File: src/rtl/snoop_cache_ctrl.sv
// snoop_cache_ctrl
//   Direct-mapped, write-through cache controller with a simple snooping
//   protocol against one peer cache. Read hits complete from the local
//   array. Read misses and all writes go to main memory over an AR/DR
//   handshake. A transaction aborts if DR has not arrived after TIMEOUT
//   cycles of AR. Peer bus traffic is observed every cycle: a peer write
//   invalidates a matching line, and a peer read demotes exclusive to shared.
//
// Ports
//   SCLK, SRST        clock (rising edge), synchronous active-high reset
//   cpu_req/rw/addr/wdata   CPU request, sampled only when idle
//   cpu_rdata/ready/err     completion: one-cycle ready pulse, err on timeout
//   AR, RW, addr_o, data_o  memory bus request (held until DR)
//   snoop                   broadcast to peer, mirrors AR
//   data_i, DR              memory read data and data-ready
//   peer_snoop/rw/addr      peer cache bus transaction
module snoop_cache_ctrl #(
  parameter int LINES   = 16,
  parameter int TIMEOUT = 15
) (
  input  logic        SCLK,
  input  logic        SRST,
  input  logic        cpu_req,
  input  logic        cpu_rw,
  input  logic [23:0] cpu_addr,
  input  logic [31:0] cpu_wdata,
  output logic [31:0] cpu_rdata,
  output logic        cpu_ready,
  output logic        cpu_err,
  output logic        AR,
  output logic        RW,
  output logic        snoop,
  output logic [23:0] addr_o,
  output logic [31:0] data_o,
  input  logic [31:0] data_i,
  input  logic        DR,
  input  logic        peer_snoop,
  input  logic        peer_rw,
  input  logic [23:0] peer_addr
);

  localparam int DATA_W = 32;
  localparam int ADDR_W = 24;
  localparam int IDX_W  = $clog2(LINES);
  localparam int TAG_W  = ADDR_W - IDX_W;
  localparam int CNT_W  = ($clog2(TIMEOUT + 1) > 4) ? $clog2(TIMEOUT + 1) : 4;
  localparam logic [CNT_W-1:0] CNT_LAST = CNT_W'(TIMEOUT - 1);

  localparam logic [2:0] ST_IDLE    = 3'd0;
  localparam logic [2:0] ST_LOOKUP  = 3'd1;
  localparam logic [2:0] ST_BUS_RD  = 3'd2;
  localparam logic [2:0] ST_BUS_WR  = 3'd3;
  localparam logic [2:0] ST_RELEASE = 3'd4;

  localparam logic [1:0] LS_INV  = 2'b00;
  localparam logic [1:0] LS_EXCL = 2'b01;
  localparam logic [1:0] LS_SHRD = 2'b10;

  logic [2:0]        state;
  logic [CNT_W-1:0]  bus_cnt;

  // Latched CPU request
  logic              lat_rw;
  logic [ADDR_W-1:0] lat_addr;
  logic [DATA_W-1:0] lat_wdata;

  // Line storage
  logic [1:0]        line_stat [LINES];
  logic [TAG_W-1:0]  line_tag  [LINES];
  logic [DATA_W-1:0] line_data [LINES];

  logic [IDX_W-1:0]  lat_idx;
  logic [TAG_W-1:0]  lat_tag;
  logic [IDX_W-1:0]  peer_idx;
  logic [TAG_W-1:0]  peer_tag;
  logic              hit;
  logic              peer_hit;
  logic              fill_en;
  logic              wr_upd_en;

  assign lat_idx  = lat_addr[IDX_W-1:0];
  assign lat_tag  = lat_addr[ADDR_W-1:IDX_W];
  assign peer_idx = peer_addr[IDX_W-1:0];
  assign peer_tag = peer_addr[ADDR_W-1:IDX_W];

  assign snoop = AR;

  // Hit is re-evaluated in BUS_WR at DR time, so a line invalidated by the
  // peer while the write was on the bus is not updated (no allocate).
  always_comb begin
    hit       = (line_stat[lat_idx] != LS_INV) && (line_tag[lat_idx] == lat_tag);
    peer_hit  = peer_snoop && (line_stat[peer_idx] != LS_INV) &&
                (line_tag[peer_idx] == peer_tag);
    fill_en   = (state == ST_BUS_RD) && AR && DR;
    wr_upd_en = (state == ST_BUS_WR) && AR && DR && hit;
  end

  // Request capture: only in IDLE, so requests in other states are dropped
  always_ff @(posedge SCLK) begin
    if (state == ST_IDLE && cpu_req) begin
      lat_rw    <= cpu_rw;
      lat_addr  <= cpu_addr;
      lat_wdata <= cpu_wdata;
    end
  end

  // Tag/data array: written only on a completed fill or a write hit
  always_ff @(posedge SCLK) begin
    if (fill_en) begin
      line_tag[lat_idx]  <= lat_tag;
      line_data[lat_idx] <= data_i;
    end
    if (wr_upd_en) begin
      line_data[lat_idx] <= lat_wdata;
    end
  end

  // Control FSM, bus outputs and line status
  always_ff @(posedge SCLK) begin
    if (SRST) begin
      state     <= ST_IDLE;
      bus_cnt   <= '0;
      AR        <= 1'b0;
      RW        <= 1'b0;
      addr_o    <= '0;
      data_o    <= '0;
      cpu_ready <= 1'b0;
      cpu_err   <= 1'b0;
      cpu_rdata <= '0;
      for (int i = 0; i < LINES; i++) begin
        line_stat[i] <= LS_INV;
      end
    end else begin
      cpu_ready <= 1'b0;
      cpu_err   <= 1'b0;

      // Peer snoop is applied first; an own fill/update to the same index
      // later in this block overrides it (last nonblocking write wins).
      if (peer_hit) begin
        if (!peer_rw) begin
          line_stat[peer_idx] <= LS_INV;
        end else if (line_stat[peer_idx] == LS_EXCL) begin
          line_stat[peer_idx] <= LS_SHRD;
        end
      end

      case (state)
        ST_IDLE: begin
          if (cpu_req) begin
            state <= ST_LOOKUP;
          end
        end

        ST_LOOKUP: begin
          if (lat_rw && hit) begin
            cpu_ready <= 1'b1;
            cpu_rdata <= line_data[lat_idx];
            state     <= ST_IDLE;
          end else begin
            AR      <= 1'b1;
            RW      <= lat_rw;
            addr_o  <= lat_addr;
            bus_cnt <= '0;
            if (!lat_rw) begin
              data_o <= lat_wdata;
            end
            state <= lat_rw ? ST_BUS_RD : ST_BUS_WR;
          end
        end

        ST_BUS_RD, ST_BUS_WR: begin
          if (DR) begin
            AR        <= 1'b0;
            cpu_ready <= 1'b1;
            bus_cnt   <= '0;
            state     <= ST_RELEASE;
            if (state == ST_BUS_RD) begin
              cpu_rdata          <= data_i;
              line_stat[lat_idx] <= LS_SHRD;
            end else if (hit) begin
              line_stat[lat_idx] <= LS_EXCL;
            end
          end else if (bus_cnt == CNT_LAST) begin
            // Abort: cache untouched, error reported with the ready pulse
            AR        <= 1'b0;
            cpu_ready <= 1'b1;
            cpu_err   <= 1'b1;
            bus_cnt   <= '0;
            state     <= ST_RELEASE;
          end else begin
            bus_cnt <= bus_cnt + 1'b1;
          end
        end

        // One dead cycle so a DR still held high is not taken as a new response
        ST_RELEASE: begin
          state <= ST_IDLE;
        end

        default: begin
          state <= ST_IDLE;
        end
      endcase
    end
  end

endmodule

File: config.mk
export PLATFORM = sky130hd
export DESIGN_NAME = snoop_cache_ctrl
export DESIGN_NICKNAME = d
export VERILOG_FILES = /design/src/rtl/snoop_cache_ctrl.sv
export SDC_FILE = /design/constraint.sdc
export NUM_CORES = 1
export LEC_CHECK = 0
export CAP_MARGIN = 40
export CORE_ASPECT_RATIO = 0.75
export CORE_MARGIN = 4
export CORE_UTILIZATION = 60
export CTS_CLUSTER_DIAMETER = 200
export CTS_CLUSTER_SIZE = 20
export DETAILED_ROUTE_END_ITERATION = 16
export PLACE_DENSITY_LB_ADDON = 0.12
export SYNTH_ARGS = -nofsm -noshare
export SYNTH_HDL_FRONTEND = slang
export SYNTH_SLANG_ARGS = --single-unit
File: constraint.sdc
create_clock -name SCLK -period 6.8 [get_ports SCLK]
set_clock_uncertainty 0.1 [all_clocks]
set_input_delay 2.04 -clock SCLK [delete_from_list [all_inputs] [get_ports SCLK]]
set_output_delay 2.04 -clock SCLK [all_outputs]
set_load 0.02 [all_outputs]
==> summary by stage, run 1 <==
CTS
The number of clock buffers added by TritonCTS is 57. The clock tree root buffer cell is clkbuf_16. Post-CTS timing repair inserted 0 buffers for setup. The CTS tree is yes. CTS built an H-tree with a depth of 2.

The post-cts repair resize count is 0. The largest buffer count on any clock path is 3. For this design, the sink count on the clock tree is between 1000 and 1500. After clock tree synthesis, the clock-pin slew on the worst setup and hold paths is approximately 0.08 ns.

For this design, the CTS-stage hold fixing added 0 buffers. The later pin in the worst-skew pair is clocked with a latency of 0.67 ns.

Floorplanning
212 I/O pins were placed. The starting utilization of the core area is 60.6%. In this run the vertical extent of the chip is 241 µm. In this run the core area contains 85 standard-cell rows. The placeable core region is between 70000 and 80000 µm². The die is 319 µm wide. The die covers 76900 µm².

Logic synthesis
The netlist uses 68 different library cells. The gate count after technology mapping is 2379. Sorting the synthesized cells by area gives the leading types as edfxtp_1 (64%), mux4_2 (15%), dfxtp_1 (4.7%), mux2i_1 (2.7%), mux2_2 (2.0%). edfxtp_1 is the most common cell in the netlist.

Synthesis produced a netlist with a net count of 2500. The proportion of register bits with asynchronous set or reset after synthesis is 0%. The synthesized design contains approximately 920 enable-type register cells. The number of synthesis warnings is 0.

After synthesis, the most frequently instantiated cells are edfxtp_1 (921), mux4_2 (291), nand2_1 (153). Of the total synthesized cell area, the portion taken by full adders, half adders and majority gates is less than 1%. The sequential area share after synthesis is 68.4%. The largest family of logic cells by synthesized area is multiplexers. The synthesized-area fraction occupied by and/or/nand/nor cells is 3.85%. The share of synthesized area in the top cell type comes to between 60 and 70%. In the synthesized netlist the dominant register cell turns out to be edfxtp_1. In this run the cell area of the synthesized design comes to 43500 µm². The xor/xnor cell area share of the yosys netlist is 0.947%. After synthesis the netlist holds a flip-flop and latch count of 1024. After synthesis, the share of cell area in mux cells is 19.8%. The post-synthesis area per instance is 18.3 µm². Of all cell types, the one taking the most synthesized area is edfxtp_1.

The synthesized-area fraction occupied by ao, oa, aoi and oai cells is 5.11%.

Worst setup path
The worst reg-to-reg setup slack is ~1.3 ns. Of all nets on the critical path, the largest fanout is 42. The number of cells on the worst reg-to-reg path is 13.

Data arrives at the worst endpoint at 5.70 ns. The worst setup path is of the flop to flop kind. The worst setup path is captured at a flop. For the worst setup path, the data required time is 6.99 ns. The worst register-to-register path ends at line_data[13][23]. The critical path startpoint category is a flop.

Power and ir drop
The power per unit of standard cell area is approximately 250 nW/µm². The worst supply voltage drop on vdd is 0.200 mV. The leakage dissipation is 15.5 nW.

Route
In the routed design, unresolved DRC markers number 0. In the final routed layout, each cell accounts on average for 31.6 µm. The first detailed-routing pass took 7 iterations.

Once detail routing completed, the nets flagged for antenna violations numbered 0. Using the TritonRoute via totals, the vias-per-cell ratio works out to 6.87. The via count is 24700. In this run, the number of DRC markers left after iteration 0 of detailed routing was 3369. Wires add up to ~110 mm.

Placement
The port buffer count is 211. After detailed placement, the design holds a cell count of between 3000 and 4000. The post-detailed-placement half-perimeter wirelength is 70.1 mm.

The weighted congestion reported at the end of routability-driven placement is 0.918. The worst setup slack before clock tree synthesis is between 0.7 and 0.8 ns.

STA
The final hold violation count is 0. Setup violations remaining at the end of the flow were counted as 0. After layout, the worst setup slack is 1.29 ns. The worst hold slack across all endpoints is 0.358 ns. Setup repair after global routing left no endpoint under its margin. The achievable clock frequency is 182 MHz. Headroom to the max-slew limit came out at roughly 33%. The worst-margin pin slew is 1.00 ns.

The final sum of negative setup slack is 0 ns. The shortest clock period the worst path allows after layout is 5.51 ns. The number of max-slew violations in the final report is 0. The ratio of final minimum period to clock period is about four fifths.

Hold path
The end of the worst hold path is data_o[24]. The path class of the lowest-slack min-delay path is flop to flop. The startpoint of the lowest-slack hold path is data_o[24]. The number of stages on the worst hold path is 2.

Outcome
The run finished with clean final reports.

Cells and area
From synthesis to final layout, the design area changed by 11.9%. The final net count is 2704. The antenna cell count is 0. Once layout is complete, the cells apart from fillers number 3588. The final standard cell utilization of the core is roughly two thirds. The fraction of final layout cells with drive strength greater than 1 is a little under a quarter.

GRT
The number of antenna violations at the first check in global routing is 1. The first-pass GRT wire length is 167 mm. The via count of the first global-routing pass is 24500. The total overflow left after global routing is 0.

The global-route usage over all layers is 29.7%. The maximum number of pins on one net before global-route repair is between 80 and 90.

Job
The max capacitance violation total is 0.
## critical path: stages (launching register included)
cell and delay [ns]:
dfxtp_4 0.89, buf_4 0.36, mux4_2 0.53, mux2i_1 0.14, mux2i_1 0.19, xnor2_1 0.19
o2111ai_1 0.32, nor4_4 0.66, nand4_2 0.16, buf_4 0.32, and2_1 0.21, buf_4 0.26
nor2_4 0.13, buf_4 0.55
## cell families (layout without fill, tap and decap cells)
group | after synthesis | after routing
multiplexers | 488 | 488
XOR/XNOR | 47 | 47
flip-flops | 1024 | 1024
AO/OA/AOI/OAI | 283 | 283
buffers and inverters | 161 | 413
adder cells (fa/ha/maj) | 2 | 2
AND/OR/NAND/NOR | 374 | 374
## how the worst max path moves through the flow
stage / slack (ns) / depth (start not counted) / endpoint
2_1_floorplan: 1.75 / 12 / line_stat[7][0]
3_3_place_gp: 0.79 / 12 / line_stat[11][0]
3_5_place_dp: 0.76 / 12 / line_stat[11][0]
4_1_cts: 1.35 / 13 / line_data[5][21]
5_1_grt: 1.12 / 13 / line_data[5][21]
6_report: 1.29 / 13 / line_data[13][23]
## registers in the layout, indices dropped and copies added, names as in the netlist, 3 cells and up, named ones only
register / cells
addr_o: 24
state: 3
line_stat: 32
bus_cnt: 4
line_tag: 320
lat_addr: 24
line_data: 512
data_o: 32
lat_wdata: 32
cpu_rdata: 32
## power breakdown
| group | total (mW) | internal, mW | switching (mW) |
|---|---|---|---|
| sequential | 7.07 | 6.93 | 0.136 |
| combinational | 1.46 | 0.695 | 0.768 |
| clock | 3.61 | 1.61 | 2.00 |
## final cells by class
type                       instances  area [µm²]
multi-input combinational       1194       13100
inverter                          11        45.0
clock buffer                     104        1600
clock inverter                     3        62.6
fill                            4695       23100
tap                              957        1200
sequential                      1024       29700
timing repair buffer             295        2890
## cell usage in the layout (no fill, tap or decap), types with 21 or more instances in the layout
master	n
clkdlybuf4s50_1	207
edfxtp_1	921
a31oi_1	22
a21oi_1	44
mux4_2	291
mux2i_1	118
nor2_1	78
a21boi_0	31
mux2_2	79
nand2_1	153
xnor2_1	32
buf_4	75
clkbuf_1	47
dfxtp_1	99
clkbuf_16	57
o22a_1	37
nor3_1	21
o221a_2	31
o221ai_1	22
## per-stage QoR
step	cell area, µm²	power, mW
finish	48700	12.1
global placement	46900	8.62
global route	48700	12.5
floorplan	43500	8.15
CTS	48700	12.2
detailed placement	47000	8.66
## per-layer routing
layer | vias up | wire length [µm] | GRT usage (%)
met1 | 12900 | 45200 | 44.1
li1 | 10200 | - | -
met5 | - | 0 | 0
met4 | 0 | 2460 | 6.33
met3 | 171 | 13000 | 7.16
met2 | 1421 | 52600 | 46.0
(Power assumes the default switching activity.)
==> inputs of run 2 (changes only) <==
--- a/config.mk
+++ b/config.mk
@@ -8,7 +8,7 @@
 export CAP_MARGIN = 40
 export CORE_ASPECT_RATIO = 0.75
 export CORE_MARGIN = 4
-export CORE_UTILIZATION = 60
+export CORE_UTILIZATION = 54
 export CTS_CLUSTER_DIAMETER = 200
 export CTS_CLUSTER_SIZE = 20
 export DETAILED_ROUTE_END_ITERATION = 16
==> constraint.sdc (replaced) <==
create_clock -name SCLK -period 4.7 [get_ports SCLK]
set_clock_uncertainty 0.1 [all_clocks]
set_input_delay 1.41 -clock SCLK [delete_from_list [all_inputs] [get_ports SCLK]]
set_output_delay 1.41 -clock SCLK [all_outputs]
set_load 0.02 [all_outputs]
==> run 2 against run 1 <==
  * Power is 45% higher
  * Via count is 0.58% higher
  * Utilization is 4.9 points lower
  * Clock power is 45% higher
  * Largest cell class unchanged
  * Non-clock buffer count is 80 higher
==> summary by stage, run 2 (synthesized netlist as in run 1, its figures left out) <==
Outcome
The flow ran to the end, and the final reports show no timing, DRC or antenna violations.

Route
The starting DRC count in detailed routing is 2821. The via count is 24800. The first-pass detailed-route iteration total is 6. The average routed wire per standard cell is slightly above 30 µm.

The detailed-route vias per instance is 6.60. For this run, design rule violations remaining after detail routing come to 0. The number of nets still failing antenna checks after routing is 0. For this block, the routed nets add up to 117 mm of wire.

STA
The final hold violation count is 0. The final-report setup violation count is 0. The achievable clock frequency is 225 MHz. The clock period could shrink to 4.44 ns. The final sum of negative setup slack is 0 ns. The worst pin sits at a relative slew slack of 42.6%. For the pin with the worst max-slew slack, the measured transition is 0.861 ns.

Setup repair after global routing left no endpoint under its margin. Dividing the final minimum period by the clock period gives 94.4%. The number of max-slew violations in the final report is 0.

Floorplanning
The floorplan step defined a die boundary enclosing 85200 µm². The die width is 336 µm. The placeable core region is 79200 µm². During I/O placement, the number of pins put on the boundary was 212. The count of standard-cell rows is 89. The starting utilization of the core area is 54.9%. In this run the vertical extent of the chip is 254 µm.

Worst setup path
The kind of capture point of the worst setup path is a flop. The worst setup path is of the input pin to flop kind. Of all nets on the critical path, the largest fanout is 15. At the worst endpoint, the arrival time is 4.68 ns. The critical path startpoint category is an input pin.

At the worst endpoint, the required time is 4.94 ns.

Placement
The port buffer count is 211. The post-placement cell area is 48000 µm². The weighted congestion reported at the end of routability-driven placement is 0.933. The HPWL after detailed placement is 74.8 mm.

Cells and area
line_data holds more flip-flops than any other register. The final net count is 2784. The layout has 5498 filler cells. In the layout the commonest cells are edfxtp_1 (921), mux4_2 (291), clkdlybuf4s50_1 (207), nand2_1 (153), buf_4 (127). The fraction of final layout cells with drive strength greater than 1 is 25.4%. Once layout is done, the placed cells without fillers occupy 49800 µm². The sequential cells in the finished layout cover a total of 29700 µm².

The largest registers in the layout are line_data: 512 flops, line_tag: 320 flops. The area growth from synthesis to layout is 14.4%. Leaving out fill and tap cells, the most frequent cell in the layout is edfxtp_1. The antenna cell count is 0. The multi-input logic area is 13200 µm². The flip-flop count of the largest register after layout is 512.

CTS
The clock passes through at most 3 buffers. After clock tree synthesis, the clock-pin slew on the worst setup and hold paths is 0.09 ns. The H-tree generated during clock tree synthesis spans 2 levels. TritonCTS built the clock tree. The number of hold buffers added after CTS was 0. Clock tree synthesis selected as its root buffer the cell clkbuf_16. The tree built by TritonCTS fans out to ~1000 sinks. Clock latency on the worst-skew pair, taken at its later pin, is approximately 0.7 ns. TritonCTS created 57 clock buffers.

Power and ir drop
The overall power is about 18 mW. The worst supply voltage drop on vdd is 0.377 mV. For this design the static power due to leakage is 16.0 nW. The power per unit of standard cell area is 355 nW/µm².

GRT
Across every metal layer, demand over resource in global routing totals between 20 and 30%. The final global-route overflow total is 0. The via count of the first global-routing pass is 24700.

Entering global routing, the biggest net connects 70 pins. The number of antenna violations at the first check in global routing came to 0. The first-pass GRT wire length is 171 mm.

Hold path
The path class of the lowest-slack min-delay path is flop to flop.

Job
The max capacitance violation total is 0.
==> run 2: critical path: stages <==
cell and delay (ns):
buf_4 0.30, buf_4 0.22, buf_4 0.17, nand2b_1 0.22
o22ai_1 0.14, o21ai_1 0.24, o2111ai_4 0.23, nor4_4 0.43
o2111ai_1 0.25, nor4_1 0.36, buf_4 0.22, nand2_1 0.13
o221ai_1 0.31
==> run 2: path summary, 6_finish.rpt <==
check	cells past startpoint	slack [ns]	start	end
worst min-delay path	2	0.36	data_o[8]	data_o[8]
worst min register to register	2	0.36	data_o[8]	data_o[8]
worst max register to register	13	0.34	flop	line_data[15][18]
worst max-delay path	13	0.26	peer_addr[0]	line_stat[3][0]
==> run 2: layout make-up <==
class,count,share of cell area [%]
Sequential cell,1024,59.8
Timing Repair Buffer,375,7.67
Inverter,11,0.0905
Tap cell,1046,2.63
Multi-Input combinational cell,1194,26.5
Clock inverter,4,0.143
Clock buffer,103,3.21
==> run 2: metal layers <==
metal	vias to the layer above	global-route usage (%)	share of wire, %
li1	10300	-	-
met1	13000	42.6	43
met2	1302	41.5	45
met3	162	6.28	10
met4	0	5.53	1.9
met5	-	0	0
==> run 2: timing repair <==
action / in CTS / in global routing
cloned: 0 / 0
gates resized for setup: 1 / 7
pin swaps: 0 / 1
setup endpoints to repair: 32 / 33
buffers inserted: 0 / 0
==> run 2: power by group <==
group / switching [mW] / leakage [nW] / internal (mW)
registers: 0.175 / 9.19 / 10.0
clock network: 2.90 / 0.787 / 2.33
logic: 1.16 / 5.99 / 1.06
==> run 2: stage by stage <==
step | utilization [%] | hold WS (ns) | cells | setup WS [ns]
after floorplan | - | 0.373 | 2379 | -0.149
after global placement | 60.7 | 0.343 | 3650 | -0.783
after detailed placement | 60.7 | 0.351 | 3650 | -0.878
after CTS | 62.8 | 0.362 | 3757 | 0.0333
after global routing | 62.8 | 0.382 | 3757 | 0.0407
final | 62.8 | 0.364 | 3757 | 0.262
